==> config.mk <==
export PLATFORM = sky130hd
export DESIGN_NAME = qspi_arb
export DESIGN_NICKNAME = d
export VERILOG_FILES = /design/src/rtl/qspi_arb.sv
export SDC_FILE = /design/constraint.sdc
export NUM_CORES = 1
export LEC_CHECK = 0
export ABC_CLOCK_PERIOD_IN_PS = 3160
export BUFFER_PORTS_ARGS = -buffer_cell sky130_fd_sc_hd__buf_2
export CAP_MARGIN = 20
export CORE_MARGIN = 1.5
export CORE_UTILIZATION = 25
export CTS_CLUSTER_SIZE = 8
export DETAILED_ROUTE_END_ITERATION = 10
export PLACE_DENSITY = 0.63
export SLEW_MARGIN = 30
export SYNTH_ARGS = -nofsm -noshare
export SYNTH_HDL_FRONTEND = slang
export SYNTH_SLANG_ARGS = --single-unit
==> constraint.sdc <==
create_clock -name clk -period 3.16 [get_ports clk]
set_input_delay 0.632 -clock clk [delete_from_list [all_inputs] [get_ports clk]]
set_output_delay 0.632 -clock clk [all_outputs]
set_load 0.1 [all_outputs]
==> src/rtl/qspi_arb.sv <==
// Shares one QSPI controller between the icache line fill and the dcache
// writeback+fill pair, with round-robin fairness and a per-transaction watchdog.
module qspi_arb #(
  parameter int PA          = 22,
  parameter int LINE_LENGTH = 4,
  parameter int TIMEOUT     = 255,
  localparam int TW         = PA - $clog2(LINE_LENGTH)
) (
  input  logic          clk,
  input  logic          reset,
  input  logic          i_req,
  input  logic [TW-1:0] i_tag,
  input  logic          i_rom,
  output logic          i_done,
  output logic          i_err,
  input  logic          d_pull,
  input  logic          d_push,
  input  logic [TW-1:0] d_tag,
  input  logic [TW-1:0] d_wb_tag,
  input  logic          d_rom,
  output logic          d_done,
  output logic          d_err,
  output logic          q_req,
  output logic          q_write,
  output logic          q_i_d,
  output logic          q_mem,
  output logic [TW-1:0] q_paddr,
  input  logic          q_done,
  output logic          q_abort
);

  typedef enum logic [1:0] {IDLE, I_FILL, D_PUSH, D_PULL} state_t;

  state_t     state;
  logic [7:0] cnt;
  logic       last_grant;
  logic       d_any;
  logic       expired;

  assign d_any = d_push | d_pull;

  // q_done arriving in the same cycle as the limit takes priority over the abort
  assign expired = (state != IDLE) && !q_done && (cnt == 8'(TIMEOUT));
  assign q_abort = expired;

  always_comb begin
    i_done = (state == I_FILL) && q_done;
    i_err  = (state == I_FILL) && expired;
    d_done = ((state == D_PULL) && q_done) || ((state == D_PUSH) && q_done && !d_pull);
    d_err  = ((state == D_PUSH) || (state == D_PULL)) && expired;
  end

  always_comb begin
    case (state)
      I_FILL:  q_paddr = i_tag;
      D_PUSH:  q_paddr = d_wb_tag;
      D_PULL:  q_paddr = d_tag;
      default: q_paddr = '0;
    endcase
  end

  // last_grant is 1 when the dcache was granted most recently; it resets to
  // the dcache so the icache wins the first tie
  always_ff @(posedge clk or negedge reset) begin
    if (!reset) begin
      state      <= IDLE;
      cnt        <= 8'd0;
      last_grant <= 1'b1;
      q_req      <= 1'b0;
      q_write    <= 1'b0;
      q_i_d      <= 1'b0;
      q_mem      <= 1'b0;
    end else begin
      case (state)
        IDLE: begin
          cnt <= 8'd0;
          if (i_req && (!d_any || last_grant)) begin
            state      <= I_FILL;
            last_grant <= 1'b0;
            q_req      <= 1'b1;
            q_write    <= 1'b0;
            q_i_d      <= 1'b1;
            q_mem      <= i_rom;
          end else if (d_any) begin
            last_grant <= 1'b1;
            q_req      <= 1'b1;
            q_i_d      <= 1'b0;
            if (d_push) begin
              state   <= D_PUSH;
              q_write <= 1'b1;
              q_mem   <= 1'b0;
            end else begin
              state   <= D_PULL;
              q_write <= 1'b0;
              q_mem   <= d_rom;
            end
          end
        end
        I_FILL: begin
          if (q_done || expired) begin
            state   <= IDLE;
            cnt     <= 8'd0;
            q_req   <= 1'b0;
            q_write <= 1'b0;
            q_i_d   <= 1'b0;
            q_mem   <= 1'b0;
          end else begin
            cnt   <= cnt + 8'd1;
            q_mem <= i_rom;
          end
        end
        D_PUSH: begin
          // going straight to the fill keeps the icache from slipping in between
          if (q_done && d_pull) begin
            state   <= D_PULL;
            cnt     <= 8'd0;
            q_write <= 1'b0;
            q_mem   <= d_rom;
          end else if (q_done || expired) begin
            state   <= IDLE;
            cnt     <= 8'd0;
            q_req   <= 1'b0;
            q_write <= 1'b0;
            q_i_d   <= 1'b0;
            q_mem   <= 1'b0;
          end else begin
            cnt <= cnt + 8'd1;
          end
        end
        D_PULL: begin
          if (q_done || expired) begin
            state   <= IDLE;
            cnt     <= 8'd0;
            q_req   <= 1'b0;
            q_write <= 1'b0;
            q_i_d   <= 1'b0;
            q_mem   <= 1'b0;
          end else begin
            cnt   <= cnt + 8'd1;
            q_mem <= d_rom;
          end
        end
        default: begin
          state <= IDLE;
          q_req <= 1'b0;
        end
      endcase
    end
  end

endmodule

==> metrics, run 1 <==
RSZ-0062 raised after global routing=false; # hold bufs at CTS=0; CP required=2.53 ns; full die area=5650 um2; Worst Path Arrival=2.02 ns; Post-synth EDFFs=0; fillers=523; Synth Register Bits=15; critical path's top delay family=buffers and inverters; worst-path cell chain=inv_1 > nor4_2 > buf_2; worst r2r path cells=4; TritonCTS buffer count=3; outcome=finished, final reports clean; Gate Count Post-Synth=156; die width=75.1 um; largest net degree at the start of global routing=25; # resized after CTS=0; Clock transition at path regs=0.07 ns; number of buffer and inverter stages on the critical path=2; CP max FO=24; final worst setup slack=0.507 ns; DRT Pass-1 Iters=4; Fmax achieved=377 MHz; Worst Clk Skew=0.00261 ns; vias per std cell=4.60; flop-to-flop setup slack=1.26 ns; vias in the first global route=1317; Core Util, Final=43.3%; Syn. warnings=0; Final Setup Violations=0; Total Wirelength=4.00 mm; ys async rst share=100%; io pins=97; Area growth syn-to-layout=68.8%; CTS tree=done; gr ovfl total=0; CTS Sinks=15; H-tree level count=1; Fin. Hold Viols=0; Initial Utilization=25.6%; register area share after synthesis=28.9%; max-slew violations=0; most common cell after layout, fill and taps aside=buf_2; HP Class=primary input to async pin; detailed-route DRC error count=0; global-route wire length before repair=6.29 mm; commonest non-fill, non-tap cells in the layout=buf_2 (76), mux2i_1 (22), nand2_1 (22); I/O Buffers=96; WL per Instance=12.5 um; post-layout min period=2.65 ns; Vias=1467; routability cong.=0.829; antenna diode count=0; Unique masters post-synth=44; Startpoint Class=flip-flop; initial antenna violation count=0; Tcrit/Tclk final=84.0%; share of post-route cells with drive strength above 1=47.8%; max-cap viol count=0; Max-slew headroom=49.3%; Total GRT Usage=14.3%; Place WS=0.767 ns; Root Driver=clkbuf_8; post-layout net count=319; Max clock buf depth=2; mean post-synth cell area=8.34 um2; Post-synth top flop=dfrtp_1; Die Span Y=75.1 um; num rows=26; worst slew pin tran=0.760 ns; DP HPWL=3.28 mm; syn_nets=225; Worst path slowest cell=dfrtp_1; core area=5070 um2; ANT nets after route=0; DRT iter0 DRCs=67; critical path's largest stage delay=0.51 ns; Fin Hold WS=0.274 ns; Crit Path Class=flip-flop to output pin; Reg2Reg Launch Point=state[0]; clock insertion delay at the later pin of the skew report=0.25 ns; setup repair bufs after CTS=0; synthesized area=1300 um2; Worst R2R End=q_mem; Critical Path Sink Type=output pin
[cell families (layout without fill, tap and decap cells)]
family	count (synthesis)	after routing	synth area share, %
muxes	23	23	18.1
AOI/OAI and AO/OA	43	43	21.6
xor gates and xnor gates	6	6	4.04
and+or+nand+nor	52	52	19.3
adders and majority gates	1	1	0.961
DFF	15	15	28.9
buffers and inverters	16	109	7.02
[worst max path at each step]
stage | start | end | slack [ns] | cells past startpoint
final | state[0] | i_err | 0.51 | 3
after global placement | state[0] | i_err | 0.79 | 3
after detailed placement | state[0] | i_err | 0.77 | 3
after CTS | state[0] | i_err | 0.50 | 3
after floorplan | cnt[0] | i_err | -0.04 | 4
after global routing | state[0] | i_err | 0.36 | 3
[routing by layer]
layer / GRT usage, % / up-vias / wire length (um)
li1: - / 744 / -
met1: 19.2 / 642 / 1690
met2: 24.3 / 77 / 1990
met3: 2.68 / 4 / 301
met4: 2.58 / 0 / 25
met5: 0 / - / 0
[through the flow]
step	cells	TNS, ns	area, um2
CTS	319	0	2200
floorplan	156	-0.0382	1330
global route	319	0	2200
finish	319	0	2200
global placement	315	0	2150
detailed placement	315	0	2150
[final cells by class]
| class | count | area [um2] | share of cell area (%) |
|---|---|---|---|
| sequential | 15 | 377 | 17.2 |
| multi-input combinational | 125 | 860 | 39.1 |
| timing repair buffer | 99 | 803 | 36.6 |
| inverter | 6 | 22.5 | 1.03 |
| clock buffer | 3 | 41.3 | 1.88 |
| tap | 70 | 87.6 | 3.99 |
| clock inverter | 1 | 5.00 | 0.228 |
[flip-flops by register name, summed over array words and instances (netlist names)]
register    count
last_grant      1
q_req           1
state           2
cnt             8
q_i_d           1
q_write         1
q_mem           1
[synthesized netlist by cell type, types with 2 or more instances]
cell type,count,area share (%)
dfrtp_1,14,27
and3_1,2,0.96
nor2_2,2,0.96
clkbuf_1,2,0.58
buf_2,5,1.9
nand2_1,22,6.3
a31oi_1,2,0.96
nor3_1,3,1.2
mux2i_1,22,17
buf_6,2,1.7
o21ai_0,21,8.1
nor2_1,9,2.6
a21oi_1,5,1.9
o22ai_1,2,0.96
inv_1,5,1.4
nand3_1,6,2.3
xor2_1,5,3.4
Power of run 1 is left out: the tool's default activity adds up to more than one toggle a clock period on the data nets, which glitch-free logic cannot reach.
==> run 2: changes to the inputs <==
--- a/config.mk
+++ b/config.mk
@@ -5,7 +5,7 @@
 export SDC_FILE = /design/constraint.sdc
 export NUM_CORES = 1
 export LEC_CHECK = 0
-export ABC_CLOCK_PERIOD_IN_PS = 3160
+export ABC_CLOCK_PERIOD_IN_PS = 2550
 export BUFFER_PORTS_ARGS = -buffer_cell sky130_fd_sc_hd__buf_2
 export CAP_MARGIN = 20
 export CORE_MARGIN = 1.5
==> constraint.sdc (replaced) <==
create_clock -name clk -period 2.55 [get_ports clk]
set_input_delay 0.51 -clock clk [delete_from_list [all_inputs] [get_ports clk]]
set_output_delay 0.51 -clock clk [all_outputs]
set_load 0.1 [all_outputs]
==> metrics, run 2 (synthesis gave the netlist of run 1 again) <==
global-route wire length before repair=6.53 mm (+3.8%); max reg flops=8 (unchanged); Core Util, Final=46.2% (+2.9 points); HP Class=primary input to async pin; detailed-route DRC error count=0 (unchanged); CTS Sinks=15 (unchanged); Max clock buf depth=2 (unchanged); Total GRT Usage=15.2% (+0.92 points); CTS tree=done; Die Span Y=75.1 um (unchanged); TritonCTS buffer count=3 (unchanged); Tcrit/Tclk final=94.4%; commonest non-fill, non-tap cells in the layout=buf_2 (71), buf_12 (25), mux2i_1 (22), nand2_1 (22); die width=75.1 um (unchanged); num rows=26 (unchanged); Crit Path Class=flip-flop to output pin; DRT iter0 DRCs=70 (+4.5%); share of post-route cells with drive strength above 1=53.6% (+5.8 points); # hold bufs at CTS=0 (unchanged); I/O Buffers=96 (unchanged); clock insertion delay at the later pin of the skew report=0.26 ns (about the same); Vias=1494 (+1.8%); fillers=498 (-4.8%); Clock transition at path regs=0.07 ns (about the same); full die area=5650 um2 (unchanged); worst-path cell chain=inv_1 > buf_4 > o21ai_1 > buf_12; core area=5070 um2 (unchanged); # resized after CTS=0 (unchanged); post-layout net count=320 (+0.31%); DRT Pass-1 Iters=4 (unchanged); Initial Utilization=25.6% (unchanged); Fmax achieved=415 MHz; antenna diode count=0 (unchanged); max-slew violations=0 (unchanged); Worst path slowest cell=dfrtp_1; WL per Instance=12.6 um (+0.71%); Area growth syn-to-layout=80.1%; critical path's largest stage delay=0.51 ns (about the same); largest net degree at the start of global routing=22 (-12%); CP required=2.04 ns (-0.49 ns); Fin. Hold Viols=0 (unchanged); gr ovfl total=0 (unchanged); most common cell after layout, fill and taps aside=buf_2; H-tree level count=1 (unchanged); Final Setup Violations=0 (unchanged); setup repair bufs after CTS=0 (unchanged); DP HPWL=3.28 mm (about the same); Total Wirelength=4.04 mm (+1.0%); Most flops, register=cnt; post-layout min period=2.41 ns; Max-slew headroom=65.8% (+17 points); Critical Path Sink Type=output pin; outcome=finished, final reports clean; vias per std cell=4.67 (+1.5%); Top Registers=cnt x8, state x2; RSZ-0062 raised after global routing=false; io pins=97 (unchanged); max-cap viol count=0 (unchanged); CP max FO=13 (-46%); worst slew pin tran=0.512 ns (-0.248 ns); Startpoint Class=flip-flop; vias in the first global route=1421 (+7.9%); routability cong.=0.801 (-3.4%); Worst Path Arrival=1.90 ns (-0.12 ns); ANT nets after route=0 (unchanged); Root Driver=clkbuf_8; initial antenna violation count=0 (unchanged); Worst Clk Skew=0.00361 ns (+0.00100 ns)
==> run 2: layer usage <==
metal  global-route usage [%]  share of wire [%]
met1                     17.8                 39
met2                     25.4                 50
met3                     4.82                9.4
met4                     7.14                2.1
met5                        0                  0
==> run 2: final cells by class <==
cell class | count | area [um2] | area share [%]
Clock buffer | 3 | 41.3 | 1.76
Clock inverter | 1 | 5.00 | 0.214
Inverter | 6 | 22.5 | 0.961
Multi-Input combinational cell | 125 | 925 | 39.5
Sequential cell | 15 | 377 | 16.1
Tap cell | 70 | 87.6 | 3.74
Timing Repair Buffer | 100 | 886 | 37.8
==> run 2: worst paths after layout <==
| kind | from | endpoint | slack, ns | depth (start not counted) |
|---|---|---|---|---|
| worst min-delay path | reset | q_i_d | 0.14 | 1 |
| worst max-delay path | state[0] | q_paddr[2] | 0.14 | 4 |
| min in group clk | cnt[0] | cnt[0] | 0.51 | 1 |
| worst max register to register | cnt[0] | q_mem | 0.82 | 5 |
| worst min register to register | cnt[0] | cnt[0] | 0.51 | 1 |
| max in group asynchronous | reset | last_grant | 2.11 | 1 |
==> run 2: metrics by stage <==
step / hold slack (ns) / TNS [ns] / cells / setup slack, ns / area, um2
2_1_floorplan: 0.214 / -1.79 / 156 / -0.558 / 1390
3_3_place_gp: 0.438 / 0 / 316 / 0.457 / 2300
3_5_place_dp: 0.438 / 0 / 316 / 0.417 / 2300
4_1_cts: 0.160 / 0 / 320 / 0.127 / 2340
5_1_grt: 0.171 / 0 / 320 / 0.0313 / 2340
6_report: 0.144 / 0 / 320 / 0.142 / 2340
==> run 2: worst max-delay path, delay by kind of cell, from the launching register on <==
family / cells / cell delay (ns)
AO/OA/AOI/OAI: 1 / 0.27
buffers and inverters: 3 / 0.85
flip-flops: 1 / 0.51
Power of run 2 is left out for the same reason.
==> run 3: changes to the inputs <==
--- a/config.mk
+++ b/config.mk
@@ -8,11 +8,13 @@
 export ABC_CLOCK_PERIOD_IN_PS = 2550
 export BUFFER_PORTS_ARGS = -buffer_cell sky130_fd_sc_hd__buf_2
 export CAP_MARGIN = 20
+export CELL_PAD_IN_SITES_DETAIL_PLACEMENT = 0
+export CELL_PAD_IN_SITES_GLOBAL_PLACEMENT = 1
 export CORE_MARGIN = 1.5
 export CORE_UTILIZATION = 25
 export CTS_CLUSTER_SIZE = 8
 export DETAILED_ROUTE_END_ITERATION = 10
-export PLACE_DENSITY = 0.63
+export PLACE_DENSITY = 0.84
 export SLEW_MARGIN = 30
 export SYNTH_ARGS = -nofsm -noshare
 export SYNTH_HDL_FRONTEND = slang
==> metrics, run 3 (synthesis gave the netlist of run 1 again) <==
num rows=26 (unchanged); DRT iter0 DRCs=77 (+10%); critical path's top delay family=simple AND/OR/NAND/NOR gates; max reg flops=8 (unchanged); vias per std cell=4.74 (+1.5%); Crit Path Class=flip-flop to output pin; HP Class=primary input to async pin; die width=75.1 um (unchanged); Final Setup Violations=0 (unchanged); DP HPWL=3.31 mm (+0.79%); global-route wire length before repair=6.35 mm (-2.8%); Worst Path Arrival=1.90 ns (about the same); Most flops, register=cnt; Reg2Reg Launch Point=cnt[0]; worst-path cell chain=ha_1 > and3_1 > nand2_1 > nor3_2 > buf_4; Root Driver=clkbuf_8; number of buffer and inverter stages on the critical path=1 (-2); Worst path slowest cell=dfrtp_1; commonest non-fill, non-tap cells in the layout=buf_2 (72), buf_12 (23), mux2i_1 (22), nand2_1 (22), o21ai_2 (14); Max-slew headroom=57.3% (-8.6 points); critical path's largest stage delay=0.41 ns (-0.10 ns); core area=5070 um2 (unchanged); Vias=1521 (+1.8%); max-slew violations=0 (unchanged); Clock transition at path regs=0.07 ns (about the same); Die Span Y=75.1 um (unchanged); Startpoint Class=flip-flop; Critical Path Sink Type=output pin; Fmax achieved=416 MHz (about the same); worst setup path start=cnt[0]; H-tree level count=1 (unchanged); Top Registers=cnt x8, state x2; Fin. Hold Viols=0 (unchanged); WL per Instance=12.6 um (-0.39%); routability cong.=0.835 (+4.2%); vias in the first global route=1344 (-5.4%); # hold bufs at CTS=0 (unchanged); final worst setup slack=0.143 ns (+0.00107 ns); gr ovfl total=0 (unchanged); # resized after CTS=0 (unchanged); Tcrit/Tclk final=94.4% (about the same); full die area=5650 um2 (unchanged); share of post-route cells with drive strength above 1=54.2% (+0.58 points); worst r2r path cells=5 (unchanged); Total Wirelength=4.04 mm (about the same); CP required=2.04 ns (about the same); Worst R2R End=q_mem; TritonCTS buffer count=3 (unchanged); io pins=97 (unchanged); DRT Pass-1 Iters=4 (unchanged); worst slew pin tran=0.625 ns (+0.113 ns); Initial Utilization=25.6% (unchanged); ANT nets after route=0 (unchanged); most common cell after layout, fill and taps aside=buf_2; Total GRT Usage=14.6% (-0.60 points); antenna diode count=0 (unchanged); max-cap viol count=0 (unchanged); outcome=finished, final reports clean; largest net degree at the start of global routing=21 (-4.5%); Placement Cell Area=2280 um2 (-0.93%); I/O Buffers=96 (unchanged); CP max FO=5 (-8); Place WS=0.310 ns (-0.107 ns); post-layout min period=2.41 ns (-0.00107 ns); WP depth=5 (+1); Critical Path End=q_abort; initial antenna violation count=0 (unchanged); fillers=492 (-1.2%); post-layout net count=321 (+0.31%); Worst Clk Skew=0.00281 ns (-0.000803 ns); flop-to-flop setup slack=0.58 ns (-0.24 ns); setup repair bufs after CTS=0 (unchanged); Area growth syn-to-layout=78.7%; post-route cell area=2320 um2 (-0.80%); detailed-route DRC error count=0 (unchanged); CTS Sinks=15 (unchanged); Max clock buf depth=2 (unchanged); clock insertion delay at the later pin of the skew report=0.25 ns (about the same); CTS tree=done
==> run 3: cell count changes in the layout (fill, tap and decap cells not counted) <==
cell	change
dfrtp_2	+1
dfrtp_1	-1
buf_2	+1
buf_4	+2
buf_12	-2
==> run 3: area by class of cell <==
cell class | count | area [um2] | area share, %
Multi-Input combinational cell | 125 | 925 | 39.8
Timing Repair Buffer | 101 | 866 | 37.2
Sequential cell | 15 | 378 | 16.3
Tap cell | 70 | 87.6 | 3.77
Clock buffer | 3 | 41.3 | 1.78
Inverter | 6 | 22.5 | 0.969
Clock inverter | 1 | 5.00 | 0.215
==> run 3: worst min path at each step <==
stage | cells after the start | end | slack [ns]
floorplan | 0 | cnt[0] | 0.21
global placement | 1 | cnt[4] | 0.43
detailed placement | 1 | q_mem | 0.44
CTS | 1 | cnt[3] | 0.16
global route | 1 | cnt[3] | 0.17
finish | 1 | q_mem | 0.15
==> run 3: stage by stage <==
step           utilization [%]  TNS [ns]  hold WS [ns]  std cells
2_1_floorplan                -     -1.79         0.214        156
3_5_place_dp              44.8         0         0.437        317
5_1_grt                   45.8   -0.0102         0.174        321
3_3_place_gp              44.8         0         0.430        317
4_1_cts                   45.8         0         0.163        321
6_report                  45.8         0         0.146        321
==> run 3: metal layers <==
| metal | vias to the layer above | track usage (%) | part of all wire [%] |
|---|---|---|---|
| li1 | 760 | - | - |
| met1 | 685 | 18.6 | 40 |
| met2 | 72 | 24.2 | 49 |
| met3 | 4 | 3.75 | 9.2 |
| met4 | 0 | 4.76 | 1.0 |
| met5 | - | 0 | 0 |
Power of run 3 is left out for the same reason.
